<file path="src/rtl/cpu_pkg.sv">
// Constants and types shared by the sequencer, pc, decode and execute stages.
package cpu_pkg;

  typedef logic [2:0] cycle_t;

  localparam cycle_t LAST_CYCLE = 3'd7;

  typedef enum logic [1:0] {
    IDLE   = 2'd0,
    RUN    = 2'd1,
    STEP   = 2'd2,
    HALTED = 2'd3
  } seq_state_t;

  // States in which the sequencer issues CPU ticks.
  function automatic logic is_active(input seq_state_t s);
    return (s == RUN) || (s == STEP);
  endfunction

endpackage

</file>
<file path="src/rtl/btn_debounce.sv">
// Push-button conditioner: 2-flop synchronizer, stability counter, rising-edge pulse.
// btnLevel follows the synchronized input after DEB_CYCLES equal samples; btnRise pulses with it.
module btn_debounce #(
  parameter int DEB_CYCLES = 270_000
) (
  input  logic clk,
  input  logic reset,
  input  logic btnRaw,
  output logic btnLevel,
  output logic btnRise
);

  localparam int CNT_W = $clog2(DEB_CYCLES + 1);
  localparam logic [CNT_W-1:0] CNT_LAST = CNT_W'(DEB_CYCLES - 1);

  logic             r_sync1;
  logic             r_sync2;
  logic             r_level;
  logic             r_rise;
  logic [CNT_W-1:0] r_cnt;
  logic             w_differs;
  logic             w_settled;

  assign w_differs = (r_sync2 != r_level);
  // The DEB_CYCLES-th consecutive differing sample flips the level.
  assign w_settled = w_differs && (r_cnt == CNT_LAST);

  always_ff @(posedge clk or posedge reset) begin
    if (reset) begin
      r_sync1 <= 1'b0;
      r_sync2 <= 1'b0;
      r_cnt   <= '0;
      r_level <= 1'b0;
      r_rise  <= 1'b0;
    end else begin
      r_sync1 <= btnRaw;
      r_sync2 <= r_sync1;
      if (!w_differs || w_settled) begin
        r_cnt <= '0;
      end else begin
        r_cnt <= r_cnt + 1'b1;
      end
      if (w_settled) begin
        r_level <= r_sync2;
      end
      r_rise <= w_settled && r_sync2;
    end
  end

  assign btnLevel = r_level;
  assign btnRise  = r_rise;

endmodule

</file>
<file path="src/rtl/cycle_gen.sv">
// Instruction-cycle sequencer: prescaled CPU clock-enable, 3-bit micro-cycle index and
// run/step/halt control that only ever stops on an instruction boundary.
module cycle_gen
  import cpu_pkg::*;
#(
  parameter int CLK_DIV    = 13_500_000,
  parameter int DEB_CYCLES = 270_000
) (
  input  logic       clk,
  input  logic       reset,
  input  logic       run,
  input  logic       stepReq,
  input  logic       halt,
  output logic       cpuCe,
  output cycle_t     cycle,
  output logic       instrDone,
  output logic [1:0] state
);

  localparam int DIV_W = (CLK_DIV > 1) ? $clog2(CLK_DIV) : 1;
  localparam logic [DIV_W-1:0] DIV_LAST = DIV_W'(CLK_DIV - 1);

  logic             r_run_s1;
  logic             r_run_s2;
  logic [DIV_W-1:0] r_div_cnt;
  cycle_t           r_cycle;
  seq_state_t       r_state;
  seq_state_t       w_state_nxt;
  logic             r_cpu_ce;
  logic             w_cpu_ce_nxt;
  logic             w_tick;
  logic             w_boundary;
  logic             w_step_level;
  logic             w_step_rise;
  logic             w_step_pulse;

  btn_debounce #(
    .DEB_CYCLES (DEB_CYCLES)
  ) u_step_btn (
    .clk      (clk),
    .reset    (reset),
    .btnRaw   (stepReq),
    .btnLevel (w_step_level),
    .btnRise  (w_step_rise)
  );

  assign w_step_pulse = w_step_rise && w_step_level;

  always_ff @(posedge clk or posedge reset) begin
    if (reset) begin
      r_run_s1 <= 1'b0;
      r_run_s2 <= 1'b0;
    end else begin
      r_run_s1 <= run;
      r_run_s2 <= r_run_s1;
    end
  end

  // Free-running prescaler, independent of sequencer state.
  assign w_tick = (r_div_cnt == DIV_LAST);

  always_ff @(posedge clk or posedge reset) begin
    if (reset) begin
      r_div_cnt <= '0;
    end else if (w_tick) begin
      r_div_cnt <= '0;
    end else begin
      r_div_cnt <= r_div_cnt + 1'b1;
    end
  end

  always_ff @(posedge clk or posedge reset) begin
    if (reset) begin
      r_cycle <= '0;
    end else if (r_cpu_ce) begin
      r_cycle <= r_cycle + 1'b1;
    end
  end

  assign w_boundary = r_cpu_ce && (r_cycle == LAST_CYCLE);

  always_comb begin
    w_state_nxt = r_state;
    case (r_state)
      IDLE: begin
        if (r_run_s2) begin
          w_state_nxt = RUN;
        end else if (w_step_pulse) begin
          w_state_nxt = STEP;
        end
      end
      RUN: begin
        if (w_boundary) begin
          if (halt) begin
            w_state_nxt = HALTED;
          end else if (!r_run_s2) begin
            w_state_nxt = IDLE;
          end
        end
      end
      STEP: begin
        if (w_boundary) begin
          w_state_nxt = halt ? HALTED : IDLE;
        end
      end
      HALTED: begin
        w_state_nxt = HALTED;
      end
      default: begin
        w_state_nxt = IDLE;
      end
    endcase
    // Gating on the next state suppresses a tick in the clk after leaving RUN/STEP.
    w_cpu_ce_nxt = w_tick && is_active(w_state_nxt);
  end

  always_ff @(posedge clk or posedge reset) begin
    if (reset) begin
      r_state  <= IDLE;
      r_cpu_ce <= 1'b0;
    end else begin
      r_state  <= w_state_nxt;
      r_cpu_ce <= w_cpu_ce_nxt;
    end
  end

  assign cpuCe     = r_cpu_ce;
  assign cycle     = r_cycle;
  assign instrDone = w_boundary;
  assign state     = r_state;

endmodule

</file>
<file path="config.mk">
export PLATFORM = sky130hd
export DESIGN_NAME = cycle_gen
export DESIGN_NICKNAME = d
export VERILOG_FILES = /design/src/rtl/cpu_pkg.sv /design/src/rtl/btn_debounce.sv /design/src/rtl/cycle_gen.sv
export SDC_FILE = /design/constraint.sdc
export NUM_CORES = 1
export LEC_CHECK = 0
export ABC_AREA = 1
export CAP_MARGIN = 20
export CORE_ASPECT_RATIO = 1.1
export CORE_MARGIN = 1.5
export CORE_UTILIZATION = 65
export CTS_CLUSTER_DIAMETER = 30
export DETAILED_ROUTE_END_ITERATION = 16
export PLACE_DENSITY_LB_ADDON = 0.05
export SETUP_SLACK_MARGIN = 0.1
export SLEW_MARGIN = 20
export SYNTH_ARGS = -nofsm -noshare
export SYNTH_HDL_FRONTEND = slang
export SYNTH_SLANG_ARGS = --single-unit
export TNS_END_PERCENT = 50
</file>
<file path="constraint.sdc">
create_clock -name clk -period 2.6 [get_ports clk]
set_input_delay 0.26 -clock clk [delete_from_list [all_inputs] [get_ports clk]]
set_output_delay 0.26 -clock clk [all_outputs]
set_load 0.02 [all_outputs]
</file>
==> metrics.txt, run 1 <==
r2r endpoint=r_div_cnt[10]; post-CTS setup buffers=0; n_diodes=0; most common cell after layout, fill and taps aside=nand2_1; Synth Warn #=0; Worst R2R Start=r_div_cnt[0]; Yosys cell types=22; Final Max Tran Viols=0; Tightest Pin Transition=between 0.6 and 0.7 ns; met1 Use GR=30.5%; WS Path Type=flip-flop to output port; Final Hold Fails=0; placed cells=464; Port-buffer cells=11; Setup crit start=cycle[0]; multi-input logic area=1410 sq um; synthesized net count=between 400 and 500; reg2reg setup slack=1.00 ns; #FFs+latches synth=55; total track usage=26.8%; crit path capture type=output port; FMAX=492 MHz; Hold Crit Class=input pin to async pin; DRC Markers=0; CTS tree=built; Avg Cell Area, Syn=~7.5 sq um; Critical Path RT=between 2 and 2.5 ns; Max Cap Violations=0; setup TNS=0 ns; clk sink count=55; CP arrival=1.77 ns; vias in the first global route=around 2.4k; Cell Pwr Density=about 420 nW/um^2; post-route ant nets=0; Layout area overhead=8.93%; GR Util met2=between 40% and 50%; DR WL/cell=about 13 um; gr ovfl total=0; Clock Skews=between 0.01 and 0.015 ns; maximum clock path buffer count=2; TritonRoute pass-1 iters=4; P_leak=around 1.6 nW; sequential fraction of the synthesis area=roughly 46%; most frequent cells in the layout=nand2_1, nor2_1, dfrtp_1, inv_1, nand3_1; Fillers=360; Setup crit start kind=flip-flop; R2R depth=8; outcome=complete, no violations; Root Buffer=clkbuf_8; DIE AREA=around 5000 sq um; worst setup path endpoint=instrDone; post-route insts no fill=472; FP Rows=25; Worst-path clk slew=around 0.10 ns; Die Height=74.1 um; GR peak layer=met2; Clock Latency Late Sink=between 0.3 and 0.4 ns; grt met3 use=approximately 4.7%; Tcrit/Tclk final=78.1%; layout cells sized above 1=under 10%; Starting DRT DRC Count=~150; worst vdd rail ir drop=approximately 0.37 mV; hold_buf cts=0; Mapped Area=2990 sq um; Final min period=between 2 and 2.5 ns; Pwr Total=about 0.0014 W; area of the core=between 4000 and 5000 sq um; vias per cell=approximately 5.2; Final Setup Violations=0; Register Area=roughly 1400 sq um; H-tree depth=2; Final #Nets=approximately 430; via count=2456; die width=approximately 68 um; gpl congestion=about 0.90; RSZ-0062 raised after global routing=false; Mapped Cells=slightly below 400; Top Ports=12; drt total wl=5930 um; CTS resizes=0; CP Max Fanout=3; Initial Utilization=a little under 70%; first-pass GRT wire length=between 10000 and 15000 um; DP HPWL=about 4600 um; largest net degree at the start of global routing=32; initial antenna violation count=0; CTS Buf Count=5; relative slew slack=around three fifths
## final cells by class
cell class                 instances  area share, %
clock inverter                     2          0.385
inverter                          50           5.77
sequential                        55           42.3
multi-input combinational        292           43.4
clock buffer                       6           2.23
timing repair buffer              13           3.85
tap                               54           2.08
## power breakdown
part | internal (W) | switching, W | total (W)
Sequential | 0.000862 | 0.00000529 | 0.000867
Clock | 0.000189 | 0.000274 | 0.000463
Combinational | 0.0000128 | 0.0000266 | 0.0000394
## registers in the layout, indices dropped and copies added, names as in the netlist
| register | count |
|---|---|
| u_step_btn.btnRise | 1 |
| u_step_btn.r_sync2 | 1 |
| u_step_btn.btnLevel | 1 |
| r_div_cnt | 24 |
| cycle | 3 |
| r_run_s2 | 1 |
| u_step_btn.r_cnt | 19 |
| r_run_s1 | 1 |
| u_step_btn.r_sync1 | 1 |
| state | 2 |
| cpuCe | 1 |
## worst min path at each step
| stage | start | end | slack, ns |
|---|---|---|---|
| detailed placement | r_run_s1 | r_run_s2 | 0.34 |
| finish | reset | u_step_btn.r_cnt[6] | 0.34 |
| CTS | reset | r_div_cnt[18] | 0.35 |
| floorplan | run | r_run_s1 | 0.29 |
| global placement | r_run_s1 | r_run_s2 | 0.33 |
| global route | run | r_run_s1 | 0.37 |
## routing by layer
metal  vias to the layer above  part of all wire, %
li1                       1265                    -
met3                        11                  2.1
met4                         0                  2.2
met1                      1145                   43
met5                         -                    0
met2                        35                   53
## per-stage QoR
| stage | hold slack (ns) | worst slack, ns | utilization, % | cell area, sq um |
|---|---|---|---|---|
| floorplan | 0.291 | 0.997 | - | 2990 |
| global placement | 0.332 | 0.921 | 72.8 | 3170 |
| detailed placement | 0.336 | 0.893 | 72.8 | 3170 |
| CTS | 0.351 | 0.545 | 74.8 | 3250 |
| global route | 0.367 | 0.480 | 74.8 | 3250 |
| finish | 0.337 | 0.569 | 74.8 | 3250 |
## critical path, cell delays in order (launching register included)
cell	delay (ns)
dfrtp_1	0.41
ha_1	0.21
ha_1	0.19
nand2_1	0.10
inv_1	0.04
clkdlybuf4s50_1	0.52
## cell usage after synthesis, drive strengths merged
library cell  instances  area [sq um]
nand2               101           394
nor2                101           404
dfrtp                55          1380
inv                  50           188
nand3                31           165
xor2                 17           149
nor3                 10          55.1
xnor2                 7          61.3
a21oi                 6          30.0
nand4                 6          37.5
ha                    4          50.1
o21ai                 4          20.0
mux2                  2          22.5
nand3b                2          15.0
and2                  1          6.26
buf                   1          11.3
## cell families (layout without fill, tap and decap cells)
kind of cell	Yosys count	in the layout	share of synthesized area [%]
AO/OA/AOI/OAI	10	10	1.68
XOR/XNOR	24	24	7.04
adder cells (fa/ha/maj)	4	4	1.68
buffers and inverters	51	71	6.66
flip-flops	55	55	46.1
multiplexers	2	2	0.754
AND/OR/NAND/NOR	252	252	36.1
No activity file was read; power rests on OpenSTA's default activity.
==> run 2, diff against run 1 <==
--- a/config.mk
+++ b/config.mk
@@ -9,7 +9,7 @@
 export CAP_MARGIN = 20
 export CORE_ASPECT_RATIO = 1.1
 export CORE_MARGIN = 1.5
-export CORE_UTILIZATION = 65
+export CORE_UTILIZATION = 55
 export CTS_CLUSTER_DIAMETER = 30
 export DETAILED_ROUTE_END_ITERATION = 16
 export PLACE_DENSITY_LB_ADDON = 0.05
==> constraint.sdc (replaced) <==
create_clock -name clk -period 1.64 [get_ports clk]
set_input_delay 0.164 -clock clk [delete_from_list [all_inputs] [get_ports clk]]
set_output_delay 0.164 -clock clk [all_outputs]
set_load 0.02 [all_outputs]
==> metrics.txt, run 2 (synthesis gave the netlist of run 1 again) <==
outcome=complete, no violations; Worst path slowest cell=clkdlybuf4s50_1; Initial Utilization=between 50% and 60%; clock power share=a little over a third; setup TNS=0 ns; layout cells sized above 1=a little under a tenth; gpl congestion=0.899; most frequent cells in the layout=nand2_1, nor2_1, dfrtp_1, inv_1, nand3_1; initial antenna violation count=0; via count=about 2.5k; DRC Markers=0; Final #Nets=~430; drt total wl=5910 um; Layout area overhead=13.9%; Cell Pwr Density=between 600 and 700 nW/um^2; area of the core=a little over 5000 sq um; largest net degree at the start of global routing=between 50 and 60; Clock Latency Late Sink=around 0.31 ns; FP Rows=27; max reg flops=24; FMAX=around 650 MHz; internal cell power=between 0.0015 and 0.002 W; total track usage=22.3%; combinational share of power=under 10%; Tcrit/Tclk final=between 90% and 100%; first-pass GRT wire length=between 10000 and 15000 um; vias in the first global route=between 2k and 2.5k; post-route ant nets=0; most common cell after layout, fill and taps aside=nand2_1; sequential power share=61.3%; DIE AREA=around 5900 sq um; vias per cell=~4.9; Hold Crit Class=input pin to async pin; Starting DRT DRC Count=approximately 120; gr ovfl total=0; maximum clock path buffer count=2; Root Buffer=clkbuf_8; CP arrival=1.38 ns; Setup crit start kind=flip-flop; TritonRoute pass-1 iters=4; P_leak=around 1.6 nW; Top reg by flops=r_div_cnt; DR WL/cell=about 12 um; P_sw=approximately 0.0005 W; Max Cap Violations=0; CP peak stage delay=approximately 0.59 ns; fin util=between 60 and 70%; WS Path Type=flip-flop to output port; crit path capture type=output port; Final Setup Violations=0; relative slew slack=63.7%; worst vdd rail ir drop=approximately 0.61 mV; H-tree depth=2; Worst-path clk slew=around 0.11 ns; die width=73.2 um; DP HPWL=4380 um; switch share=between 20% and 30%; crit-path cells=buf_4 > clkdlybuf4s50_1; Clock Skews=0.0146 ns; CTS tree=built; n_diodes=0; RSZ-0062 raised after global routing=true; Die Height=approximately 80 um; Top Ports=12; Final Max Tran Viols=0; Critical Path RT=~1.5 ns; Port-buffer cells=11; clk sink count=between 50 and 60; CTS Buf Count=5; Tightest Pin Transition=~0.54 ns; CP Max Fanout=3; Final min period=1.54 ns; Final Hold Fails=0
## run 2: layout make-up
cell class	instances	area [sq um]
fillers	455	1700
multi-input cells	293	1480
flip-flops and latches	55	1380
inverters	50	188
repair buffers	18	168
well taps	72	90.1
clock buffers	6	82.6
clock inverters	2	16.3
## run 2: power groups by stage
stage / clock network (W) / logic [W] / registers, W
floorplan: 0 / 0.0000423 / 0.00140
global placement: 0 / 0.0000687 / 0.00140
detailed placement: 0 / 0.0000694 / 0.00140
CTS: 0.000822 / 0.0000694 / 0.00137
global route: 0.000868 / 0.0000895 / 0.00138
finish: 0.000789 / 0.0000778 / 0.00137
## run 2: critical path, delay by kind of cell (launching register included)
| kind | cells | cell delay (ns) |
|---|---|---|
| flip-flops | 1 | 0.38 |
| buffers and inverters | 2 | 0.70 |
## run 2: what timing repair did
action	CTS	global route
resized for setup	7	10
gates cloned	0	1
setup endpoints to repair	8	39
buffers inserted	0	3
hold buffers	0	0
pin swaps	0	1
## run 2: worst paths after layout
check	startpoint	endpoint	slack, ns	cells after the start
setup / recovery	cycle[1]	cycle[1]	0.10	2
min in group clk	stepReq	u_step_btn.r_sync1	0.29	1
hold reg to reg	u_step_btn.r_sync1	u_step_btn.r_sync2	0.36	0
hold / removal	reset	u_step_btn.r_cnt[3]	0.22	3
max in group asynchronous	reset	r_div_cnt[3]	1.18	3
setup reg to reg	r_div_cnt[0]	r_div_cnt[18]	0.20	8
## run 2: per-layer routing
layer  vias up  share of wire, %  GRT usage (%)
met5         -                 0              0
met4         0               1.9           8.11
met3         9               1.9           3.51
met2        27                51           38.6
met1      1140                45           27.6
li1       1275                 -              -
## run 2: through the flow
step | hold WS, ns | area (sq um) | total power (W) | setup WS, ns | instances
floorplan | 0.195 | 2990 | 0.00144 | 0.133 | 398
global placement | 0.331 | 3220 | 0.00147 | 0.0792 | 484
detailed placement | 0.335 | 3220 | 0.00147 | 0.0594 | 484
CTS | 0.221 | 3310 | 0.00227 | 0.0920 | 492
global route | 0.233 | 3400 | 0.00233 | 0.0376 | 496
finish | 0.225 | 3400 | 0.00224 | 0.100 | 496
==> run 3, diff against run 2 <==
--- a/config.mk
+++ b/config.mk
@@ -12,10 +12,12 @@
 export CORE_UTILIZATION = 55
 export CTS_CLUSTER_DIAMETER = 30
 export DETAILED_ROUTE_END_ITERATION = 16
+export HOLD_SLACK_MARGIN = 0.1
 export PLACE_DENSITY_LB_ADDON = 0.05
 export SETUP_SLACK_MARGIN = 0.1
 export SLEW_MARGIN = 20
 export SYNTH_ARGS = -nofsm -noshare
 export SYNTH_HDL_FRONTEND = slang
+export SYNTH_HIERARCHICAL = 1
 export SYNTH_SLANG_ARGS = --single-unit
 export TNS_END_PERCENT = 50
==> metrics.txt, run 3 <==
Clock Skews=~0.013 ns; Die Height=between 80 and 90 um; Avg Cell Area, Syn=7.51 sq um; Synth Flop Type=dfrtp_1; total track usage=between 20% and 30%; TritonRoute pass-1 iters=4; r2r endpoint=r_div_cnt[20]; Final #Nets=~440; DP HPWL=roughly 4700 um; Critical Path RT=between 1 and 1.5 ns; Starting DRT DRC Count=between 150 and 200; Final min period=1.52 ns; Register Area=1380 sq um; DIE AREA=about 6000 sq um; delay-heaviest family, CP=buffers and inverters; CP peak stage delay=between 0.6 and 0.7 ns; P_leak=roughly 1.6 nW; via count=2609; n_diodes=0; RSZ-0062 raised after global routing=true; Fillers=500; sequential fraction of the synthesis area=about 45%; CP Max Fanout=5; fin util=approximately two thirds; DRC Markers=0; GR Util met2=roughly 43%; max reg flops=24; Port-buffer cells=11; crit path capture type=output port; most common cell after layout, fill and taps aside=nor2_1; first-pass GRT wire length=11200 um; Final Max Tran Viols=0; Initial Utilization=about 57%; Mapped Area=roughly 3100 sq um; top cell type's share of synthesized area=between 40% and 50%; WS Path Type=flip-flop to output port; Max Cap Violations=0; worst vdd rail ir drop=between 0.5 and 0.6 mV; gr ovfl total=0; grt met3 use=under 10%; CTS tree=built; reg2reg setup slack=between 0.1 and 0.15 ns; Worst R2R Start=r_div_cnt[0]; most frequent cells in the layout=nor2_1, nand2_1, dfrtp_1, inv_1, nand3_1; Tcrit/Tclk final=just over 90%; FP Rows=28; synthesized net count=418; Root Buffer=clkbuf_8; FMAX=around 660 MHz; die width=approximately 74 um; Final Hold Fails=0; crit-path cells=clkdlybuf4s50_1; GR peak layer=met2; vias in the first global route=2624; count leader, synth=nand2_1; Cell Pwr Density=around 630 nW/um^2; Pwr Total=roughly 0.0022 W; Clock Latency Late Sink=roughly 0.3 ns; vias per cell=approximately 5; Top Ports=12; Mapped Cells=slightly above 400; Hold Crit Class=input pin to async pin; Post-synth ARST share=100%; area of the core=5400 sq um; met1 Use GR=between 20% and 30%; #FFs+latches synth=55; layout cells sized above 1=roughly 14%; Final Setup Violations=0; Yosys cell types=25; WP buf/inv=1; CTS Buf Count=5; post-route insts no fill=510; commonest cells in the netlist=nand2_1, nor2_1, dfrtp_1; clk sink count=55; DR WL/cell=12.9 um; initial antenna violation count=0; R2R depth=9; Worst-path clk slew=about 0.10 ns; multi-input logic area=~1600 sq um; post-route ant nets=0; Yosys top cell by area=dfrtp_1; relative slew slack=59.9%; placed cells=between 400 and 500; Tightest Pin Transition=0.600 ns; hold_buf cts=0; Worst path slowest cell=clkdlybuf4s50_1; top post-synthesis cells by area=dfrtp_1, nand2_1, nor2_1, inv_1, xor2_1; Setup crit start kind=flip-flop; largest net degree at the start of global routing=33; Layout area overhead=15.1%; gpl congestion=roughly 0.95; Top reg by flops=r_div_cnt; Post-synth EDFFs=0; outcome=complete, no violations; Synth Warn #=6; drt total wl=roughly 6600 um; setup TNS=0 ns; CP arrival=about 1.4 ns; maximum clock path buffer count=2; H-tree depth=2
-- run 3: cell count changes after synthesis, sizes merged, moves of 2 or more --
cell	delta
nand4	+2
nor2	+6
xor2	+2
nand3b	-2
o21bai	+3
xnor2	-4
nand2	+2
and2	+2
a21oi	-3
-- run 3: layout make-up --
type                            instances  share of cell area (%)
Inverter                               50                    5.38
Sequential cell                        55                    39.1
Tap cell                               75                    2.66
Clock buffer                            7                    2.44
Timing Repair Buffer                   19                    4.96
Clock inverter                          1                   0.248
Multi-Input combinational cell        303                    45.3
-- run 3: through the flow --
| step | area, sq um | hold slack [ns] | setup WS, ns |
|---|---|---|---|
| after floorplan | 3080 | 0.166 | 0.127 |
| after global placement | 3290 | 0.334 | 0.0466 |
| after detailed placement | 3290 | 0.341 | 0.0372 |
| after CTS | 3380 | 0.250 | 0.0843 |
| after global routing | 3530 | 0.271 | 0.0200 |
| final | 3530 | 0.251 | 0.119 |
-- run 3: report_power, final --
group / internal [W] / switching (W)
clock: 0.000347 / 0.000425
sequential: 0.00137 / 0.00000605
combinational: 0.0000208 / 0.0000499
total: 0.00173 / 0.000481
-- run 3: layer usage --
metal / share of wire, % / wire (um)
met3: 3.2 / 211
met1: 40 / 2610
met5: 0 / 0
met4: 3.8 / 247
met2: 53 / 3510
-- run 3: how the worst max path moves through the flow --
stage,from,endpoint,slack (ns),depth (start not counted)
after floorplan,cycle[0],cpuCe,0.13,10
after global placement,cycle[0],instrDone,0.05,5
after CTS,cycle[0],cycle[0],0.08,2
final,state[1],state[1],0.12,1
after global routing,r_div_cnt[0],r_div_cnt[20],0.02,9
after detailed placement,cycle[0],instrDone,0.04,5
-- run 3: cell families after synthesis --
| family | count (synthesis) | synth area share (%) |
|---|---|---|
| simple gates | 262 | 37.6 |
| fa+ha+maj | 4 | 1.63 |
| flops | 55 | 44.8 |
| compound gates | 12 | 2.28 |
| xor+xnor | 22 | 6.28 |
| mux | 2 | 0.733 |
| buf+inv | 52 | 6.64 |
-- run 3: repair_timing --
item / CTS / global route
gates cloned: 0 / 1
hold endpoints to repair: 0 / 0
gates resized for setup: 7 / 28
buffers inserted: 0 / 5
endpoints found under the setup margin: 4 / 42
pin swaps: 0 / 11
